<file path="src/rtl/fetch_ctrl_if.sv">
// fetch_ctrl_if: code-memory, redirect and decode-queue signals of fetch_ctrl
interface fetch_ctrl_if #(parameter int ADDR_W = 8);
  logic [31:0] imem_addr;
  logic [31:0] imem_data;
  logic redirect_valid;
  logic [ADDR_W-1:0] redirect_pc;
  logic instr_valid;
  logic [31:0] instr_out;
  logic [ADDR_W-1:0] pc_out;
  logic id_ready;
  modport master (
    output imem_addr, instr_valid, instr_out, pc_out,
    input imem_data, redirect_valid, redirect_pc, id_ready
  );
  modport slave (
    input imem_addr, instr_valid, instr_out, pc_out,
    output imem_data, redirect_valid, redirect_pc, id_ready
  );
endinterface

</file>
<file path="src/rtl/fetch_ctrl.sv">
// fetch_ctrl: PC sequencer with 2-entry decode queue, redirect and halt; FETCH_PERF_EN adds push/stall counters
module fetch_ctrl #(
  parameter int ADDR_W = 8,
  parameter logic [ADDR_W-1:0] RESET_PC = '0,
  parameter logic [31:0] HALT_WORD = 32'hFFFF_FFFF
) (
  input logic clk,
  input logic rst_n,
  input logic start,
  fetch_ctrl_if.master bus,
  output logic fetch_stall,
  output logic halted
`ifdef FETCH_PERF_EN
  ,
  output logic [31:0] perf_fetch_cnt,
  output logic [31:0] perf_stall_cnt
`endif
);
  typedef enum logic [1:0] {IDLE, RUN, HALT} state_t;
  state_t state_q, state_d;
  logic [ADDR_W-1:0] pc, head_pc, tail_pc;
  logic [31:0] head_instr, tail_instr;
  logic [1:0] cnt;
  logic pop, space, is_halt, push;
  assign pop = bus.instr_valid & bus.id_ready;
  assign space = (cnt < 2'd2) | pop;
  assign is_halt = bus.imem_data == HALT_WORD;
  assign push = (state_q == RUN) & space & ~is_halt & ~bus.redirect_valid;
  assign fetch_stall = (state_q == RUN) & ~space;
  assign halted = state_q == HALT;
  assign bus.imem_addr = 32'(pc);
  assign bus.instr_valid = cnt != 2'd0;
  assign bus.instr_out = head_instr;
  assign bus.pc_out = head_pc;
  // state register
  always_ff @(posedge clk or negedge rst_n)
    if (!rst_n) state_q <= IDLE;
    else state_q <= state_d;
  // next state: redirect outranks the halt sentinel; start only matters in IDLE
  always_comb begin
    state_d = state_q;
    if (state_q == IDLE) state_d = start ? RUN : IDLE;
    else if (bus.redirect_valid) state_d = RUN;
    else if (state_q == RUN && space && is_halt) state_d = HALT;
  end
  // PC: redirect loads in any state, otherwise advance on each push
  always_ff @(posedge clk or negedge rst_n)
    if (!rst_n) pc <= RESET_PC;
    else if (bus.redirect_valid) pc <= bus.redirect_pc;
    else if (push) pc <= pc + 1'b1;
  // queue: head is the registered output slot, tail holds the second entry
  always_ff @(posedge clk or negedge rst_n)
    if (!rst_n) begin
      cnt <= '0;
      head_instr <= '0;
      head_pc <= '0;
      tail_instr <= '0;
      tail_pc <= '0;
    end else if (bus.redirect_valid) begin
      cnt <= '0;
    end else begin
      cnt <= cnt + {1'b0, push} - {1'b0, pop};
      if (push && (cnt == 2'd0 || (cnt == 2'd1 && pop))) begin
        head_instr <= bus.imem_data;
        head_pc <= pc;
      end else if (pop && cnt == 2'd2) begin
        head_instr <= tail_instr;
        head_pc <= tail_pc;
      end
      if (push && (cnt == 2'd2 || (cnt == 2'd1 && !pop))) begin
        tail_instr <= bus.imem_data;
        tail_pc <= pc;
      end
    end
`ifdef FETCH_PERF_EN
  // free-running push and stall counters, untouched by redirect
  always_ff @(posedge clk or negedge rst_n)
    if (!rst_n) begin
      perf_fetch_cnt <= '0;
      perf_stall_cnt <= '0;
    end else begin
      perf_fetch_cnt <= perf_fetch_cnt + {31'd0, push};
      perf_stall_cnt <= perf_stall_cnt + {31'd0, fetch_stall};
    end
`endif
endmodule

</file>
<file path="src/flat_wrapper.sv">
// flat-port wrapper written by rule: the top's interface ports become plain ports
module fetch_ctrl_flat 
#(
  parameter int ADDR_W = 8,
  parameter logic [ADDR_W-1:0] RESET_PC = '0,
  parameter logic [31:0] HALT_WORD = 32'hFFFF_FFFF
)
  (clk, rst_n, start, fetch_stall, halted, bus_imem_addr, bus_instr_valid, bus_instr_out, bus_pc_out, bus_imem_data, bus_redirect_valid, bus_redirect_pc, bus_id_ready);
  fetch_ctrl_if #(.ADDR_W(ADDR_W)) bus_i ();
  input logic clk;
  input logic rst_n;
  input logic start;
  output logic fetch_stall;
  output logic halted;
  output wire logic [$bits(bus_i.imem_addr)-1:0] bus_imem_addr;
  output wire logic [$bits(bus_i.instr_valid)-1:0] bus_instr_valid;
  output wire logic [$bits(bus_i.instr_out)-1:0] bus_instr_out;
  output wire logic [$bits(bus_i.pc_out)-1:0] bus_pc_out;
  input wire logic [$bits(bus_i.imem_data)-1:0] bus_imem_data;
  input wire logic [$bits(bus_i.redirect_valid)-1:0] bus_redirect_valid;
  input wire logic [$bits(bus_i.redirect_pc)-1:0] bus_redirect_pc;
  input wire logic [$bits(bus_i.id_ready)-1:0] bus_id_ready;
  assign bus_imem_addr = bus_i.imem_addr;
  assign bus_instr_valid = bus_i.instr_valid;
  assign bus_instr_out = bus_i.instr_out;
  assign bus_pc_out = bus_i.pc_out;
  assign bus_i.imem_data = bus_imem_data;
  assign bus_i.redirect_valid = bus_redirect_valid;
  assign bus_i.redirect_pc = bus_redirect_pc;
  assign bus_i.id_ready = bus_id_ready;
  fetch_ctrl #(.ADDR_W(ADDR_W), .RESET_PC(RESET_PC), .HALT_WORD(HALT_WORD)) u_core (.clk(clk), .rst_n(rst_n), .start(start), .bus(bus_i), .fetch_stall(fetch_stall), .halted(halted));
endmodule
</file>
<file path="config.mk">
export PLATFORM = sky130hd
export DESIGN_NAME = fetch_ctrl_flat
export DESIGN_NICKNAME = d
export VERILOG_FILES = /design/src/rtl/fetch_ctrl_if.sv /design/src/rtl/fetch_ctrl.sv /design/src/flat_wrapper.sv
export SDC_FILE = /design/constraint.sdc
export NUM_CORES = 1
export LEC_CHECK = 0
export CAP_MARGIN = 40
export CORE_UTILIZATION = 45
export DETAILED_ROUTE_END_ITERATION = 12
export GPL_ROUTABILITY_DRIVEN = 1
export HOLD_SLACK_MARGIN = 0.15
export PLACE_DENSITY = 0.72
export SLEW_MARGIN = 5
export SYNTH_ARGS = -nofsm -noshare
export SYNTH_HDL_FRONTEND = slang
export SYNTH_SLANG_ARGS = --single-unit
</file>
<file path="constraint.sdc">
create_clock -name clk -period 3.7 [get_ports clk]
set_input_delay 0.74 -clock clk [delete_from_list [all_inputs] [get_ports clk]]
set_output_delay 0.74 -clock clk [all_outputs]
set_load 0.05 [all_outputs]
</file>
# After elaboration in Yosys (flattened, before gate mapping)
# Index checks and enable logic that the tools add are counted.
# word_totals
ff_bits	92
latch_bits	0
mem_bits_rw	0
rom_bits	0
in_bits	45
output_inout_bits	75
word_cells	54
mem_count	0
# classes
add_sub_neg	3
n_mul	0
div_mod_pow	0
n_lt_le_gt_ge	1
n_eq_ne	5
n_shift	0
n_mux	11
bitwise_logic	9
reduce_logical	18
# ops
op	count
$mux W32	2
$eq A32 B32 Y1 const B	1
$mux W8	4
$add A8 B1 Y8 const B	1
$mux W2	4
$logic_and A1 B1 Y1	7
$reduce_bool A2 Y1	3
$and A1 B1 Y1	5
$eq A2 B1 Y1 const B	2
$eq A2 B2 Y1 const B	2
$logic_not A2 Y1	2
$reduce_and A2 Y1	2
$not A1 Y1	3
$reduce_bool A3 Y1	1
$add A2 B1 Y2	1
$logic_or A1 B1 Y1	2
$lt A2 B2 Y1 const B	1
$sub A2 B1 Y2	1
$logic_not A1 Y1	1
$mux W1	1
$or A1 B1 Y1	1

# Depth between registers and ports, before layout
# depth
depth_word	9
depth_mapped	8
mapped_depth_nobuf	8

# Worst setup path before layout
# Ideal clock, no wire load.
# synth_path
kind	input port to output port
start	input bus_id_ready
end	output fetch_stall
arrival_time_ns	2.056
t_required_ns	2.960
path_slack_ns	0.904
stages	2
n_path_buf	0
path_cell_list	nand2b_1 > nor3b_1
# synth_via
elab_chain_cells	4
# synth_rtl
element	line	source
from (decl)	flat_wrapper.sv:22	input wire logic [$bits(bus_i.id_ready)-1:0] bus_id_ready;
$and A1 B1 Y1	fetch_ctrl.sv:25	assign pop = bus.instr_valid & bus.id_ready;
$or A1 B1 Y1	fetch_ctrl.sv:26	assign space = (cnt < 2'd2) | pop;
$not A1 Y1	fetch_ctrl.sv:29	assign fetch_stall = (state_q == RUN) & ~space;
$and A1 B1 Y1	fetch_ctrl.sv:29	
to (decl)	flat_wrapper.sv:13	output logic fetch_stall;
# No other way between the ends.

# Worst setup path after layout
# Ends and elaborated chain as after synthesis.

==> impl.org <==
** Status
- Result of the run :: finished clean

** Clock network
- Buffers added to address setup during post-CTS repair amount to 0.
- Resize count post-CTS :: 0
- Bufs on Longest Clock Path :: 2
- Clock buffers created by TritonCTS :: 9
- Clk pin slew, worst setup/hold paths :: 0.10 ns
- Number of hold-repair buffers added at the cts stage :: 0
- The cell sitting at the root of the clock tree is a clkbuf_8.
- The H-tree was split into 3 levels.
- TritonCTS built the clock tree.
- For the worst-skew pair, the clock arrives at the later sink with an insertion delay of 0.35 ns.
- The tree built by TritonCTS fans out to 92 sinks.

** STA
- Setup ws final :: 0.554 ns
- The hold violation count in the final report came to 0.
- For the final database, setup skew stands at 0.0117 ns.
- At the pin with the least slew margin, the transition time is 0.596 ns.
- Unrepaired setup endpoints after global routing :: no
- The clock period could shrink to 3.15 ns.
- Maximum frequency from static timing analysis :: 318 MHz
- Setup violations remaining at the end of the flow were counted as 0.
- Worst hold margin :: 0.392 ns
- Share of the clock period used by the worst path after layout :: 85.0%
- Fin Setup TNS :: 0 ns
- Worst slew slack as a fraction of its limit :: 59.2%
- The number of pins exceeding their max-slew limit in the final report is 0.

** Critical path
- Most used cell along the critical path :: clkdlybuf4s50_1
- The worst register-to-register path ends at u_core.bus.instr_out[12].
- Class of the most critical setup path :: in -> out
- Slowest-stage cell, CP :: clkdlybuf4s50_1
- Endpoint kind of the worst setup timing path :: primary output
- In this run the critical register-to-register path is launched from u_core.cnt[1].
- Register-to-register setup slack :: 1.39 ns
- The worst register-to-register path has a depth of 5.
- For the worst setup path, the data required time is 2.96 ns.
- Together, buffers and inverters on the worst path number 2.
- Data arrives at the worst endpoint at 2.41 ns.
- STA classifies the critical path startpoint as a primary input.
- Along the worst path, the maximum fanout reaches 4.
- Crit-path max cell delay :: 0.83 ns
- The cell family contributing the most delay on the critical path is buffers and inverters.
- The critical path goes through clkdlybuf4s50_1 -> nand2b_1 -> nor3b_1 -> clkdlybuf4s50_1.

** Route
- Number of antenna-violating nets in the routed design :: 0
- First drt pass iteration count :: 4
- DR WL/cell :: 15.4 um
- For this block, the via count after detailed routing is 3072.
- DRC violation total after the first TritonRoute iteration :: 97
- In the routed design, unresolved DRC markers number 0.
- Final wirelength :: 9350 um
- In the routed layout, each cell is associated on average with a via count of 5.06.

** Placed design
- Timing analysis after detailed placement gives a worst setup slack of 0.564 ns.
- Routability-driven placement congestion ratio :: 0.758
- IO Port Bufs :: 95
- The wire-length estimate of the detail-placed layout is 6340 um.

** Cells and area
- From synthesis to final layout, the design area changed by 27.4%.
- The multi-input combinational cells in the finished layout cover a total of 1990 um^2.
- Across the whole layout, storage elements account for 2300 um^2.
- Net count of the finished layout :: 517
- Antenna Cells :: 0
- For this run, the share of the core covered by cells in the final layout is 58.9%.
- Commonest cells after routing, fill and taps aside :: 94 x clkdlybuf4s50_1, 92 x dfrtp_1, 48 x nand2_1
- Fill count :: 816
- The post-route netlist has 15.6% of its cells at a drive strength greater than 1.
- Leaving out fill and tap cells, the most frequent cell in the layout is clkdlybuf4s50_1.

** Power
- Summed over all nets, the switching power comes to 2.13 mW.
- The internal power of the cells totals 2.90 mW.
- Sum of internal, switching and leakage power :: 5.03 mW
- Across the VDD grid, the largest voltage drop is 0.000374 V.
- Switching share of total power :: 42.3%
- Summed over all cells, the static leakage comes to 2.38 nW.
- Relative contribution of the clock network to total power :: 14.9%
- Flop pwr share :: 35.1%
- Combinational logic burns 50.0% of the power.
- Cell area power density :: 878 nW/um^2

** Global routing
- The number of global-route vias before repair is 2933.
- Gr ovfl total :: 0
- Pin count of the biggest net entering global routing :: 50
- Number of antenna violations at the first check in global routing :: 0
- The first global-routing pass estimated 14900 um of wire.
- Global routing used 18.6% of the available tracks.

** Die
- Row count :: 36
- The floorplan step defined a core boundary enclosing 9730 um^2.
- The die covers 10400 um^2.
- During I/O placement, the number of pins put on the boundary was 120.
- For this configuration, the core starts out at a cell density of 46.2%.
- In this run the horizontal extent of the chip is 102 um.
- Overall die height :: 102 um

** Synth
- Sequential elements use 51.2% of the synthesized area.
- Count of yosys warnings during synthesis :: 0
- Register bit count reported by yosys :: 92
- Summing every instance area after synthesis gives 4500 um^2.
- EDFF count, synth :: 0
- Ys flop type :: dfrtp_1
- Number of distinct library cells after synthesis :: 34
- Counting flops with an async set or reset pin after synthesis yields a share of 100%.
- Avg Cell Area, Syn :: 12.0 um^2
- Count of mapped cells out of synthesis :: 374

** Job
- Max Cap Viol :: 0

** Min path
- Class of the most critical hold timing path :: in -> async
==> synthesized netlist by cell type, drive strengths merged, types with 3 or more instances <==
cell type  number  area share, %
nor4            3            1.4
nand2          48            4.0
o21ai          47            5.2
a2111oi         4           0.92
ha              3           0.83
mux2           41             14
clkbuf          7           0.58
buf            37            6.0
xnor2           7            1.4
nand4           9            1.3
nor2b           4           0.56
mux2i          40            8.9
nor2            3           0.25
dfrtp          92             51
a21oi           5           0.56
inv             4           0.33
a211oi          4           0.67
==> worst max-delay path by stage <==
stage / from / end / slack [ns] / cells past startpoint
after floorplan: bus_id_ready / fetch_stall / 0.90 / 2
after global placement: bus_id_ready / fetch_stall / 0.56 / 4
after detailed placement: bus_id_ready / fetch_stall / 0.56 / 4
after CTS: bus_id_ready / fetch_stall / 0.54 / 4
after global routing: bus_id_ready / fetch_stall / 0.44 / 4
final: bus_id_ready / fetch_stall / 0.55 / 4
==> layer usage <==
metal  wire length [um]  vias to the layer above  GRT usage [%]
met2               4250                       94           27.6
li1                   -                     1454              -
met1               4510                     1516           27.4
met4                 92                        0           4.51
met5                  0                        -              0
met3                500                        8           4.51
==> worst register-to-register path, delay by kind of cell (launching register included) <==
family,cells,cell delay [ns]
AOI/OAI and AO/OA,2,0.69
DFF,1,0.47
and+or+nand+nor,2,0.58
buffers and inverters,1,0.43
==> final cells by class <==
type	count	share of cell area, %
Sequential cell	92	40.2
Clock buffer	10	2.23
Inverter	4	0.262
Tap cell	133	2.90
Clock inverter	6	1.66
Timing Repair Buffer	105	18.1
Multi-Input combinational cell	257	34.7
==> registers in the layout (all words and copies together), names as in the netlist <==
register / count
u_core.pc: 8
u_core.bus.pc_out: 8
u_core.state_q: 2
u_core.cnt: 2
u_core.tail_pc: 8
u_core.bus.instr_out: 32
u_core.tail_instr: 32
==> power groups by stage <==
stage,Sequential (mW),Clock (mW),Combinational [mW]
6_report,1.77,0.751,2.51
5_1_grt,1.82,0.812,2.67
4_1_cts,1.77,0.769,2.53
3_5_place_dp,1.78,0,2.53
3_3_place_gp,1.76,0,2.49
2_1_floorplan,2.55,0,1.00
==> stage by stage <==
stage          cell area (um^2)  std cells
6_report                   5730        607
5_1_grt                    5730        607
4_1_cts                    5730        607
3_5_place_dp               5510        591
3_3_place_gp               5510        591
2_1_floorplan              4580        397
==> cells by family after synthesis <==
kind of cell	Yosys count	share of synthesized area (%)
flip-flops	92	51.2
AND/OR/NAND/NOR	78	9.04
AO/OA/AOI/OAI	62	7.68
adder cells (fa/ha/maj)	3	0.835
buffers and inverters	48	6.93
other	1	0.0834
XOR/XNOR	9	1.75
multiplexers	81	22.5
Power figures use the tool's default switching activity.
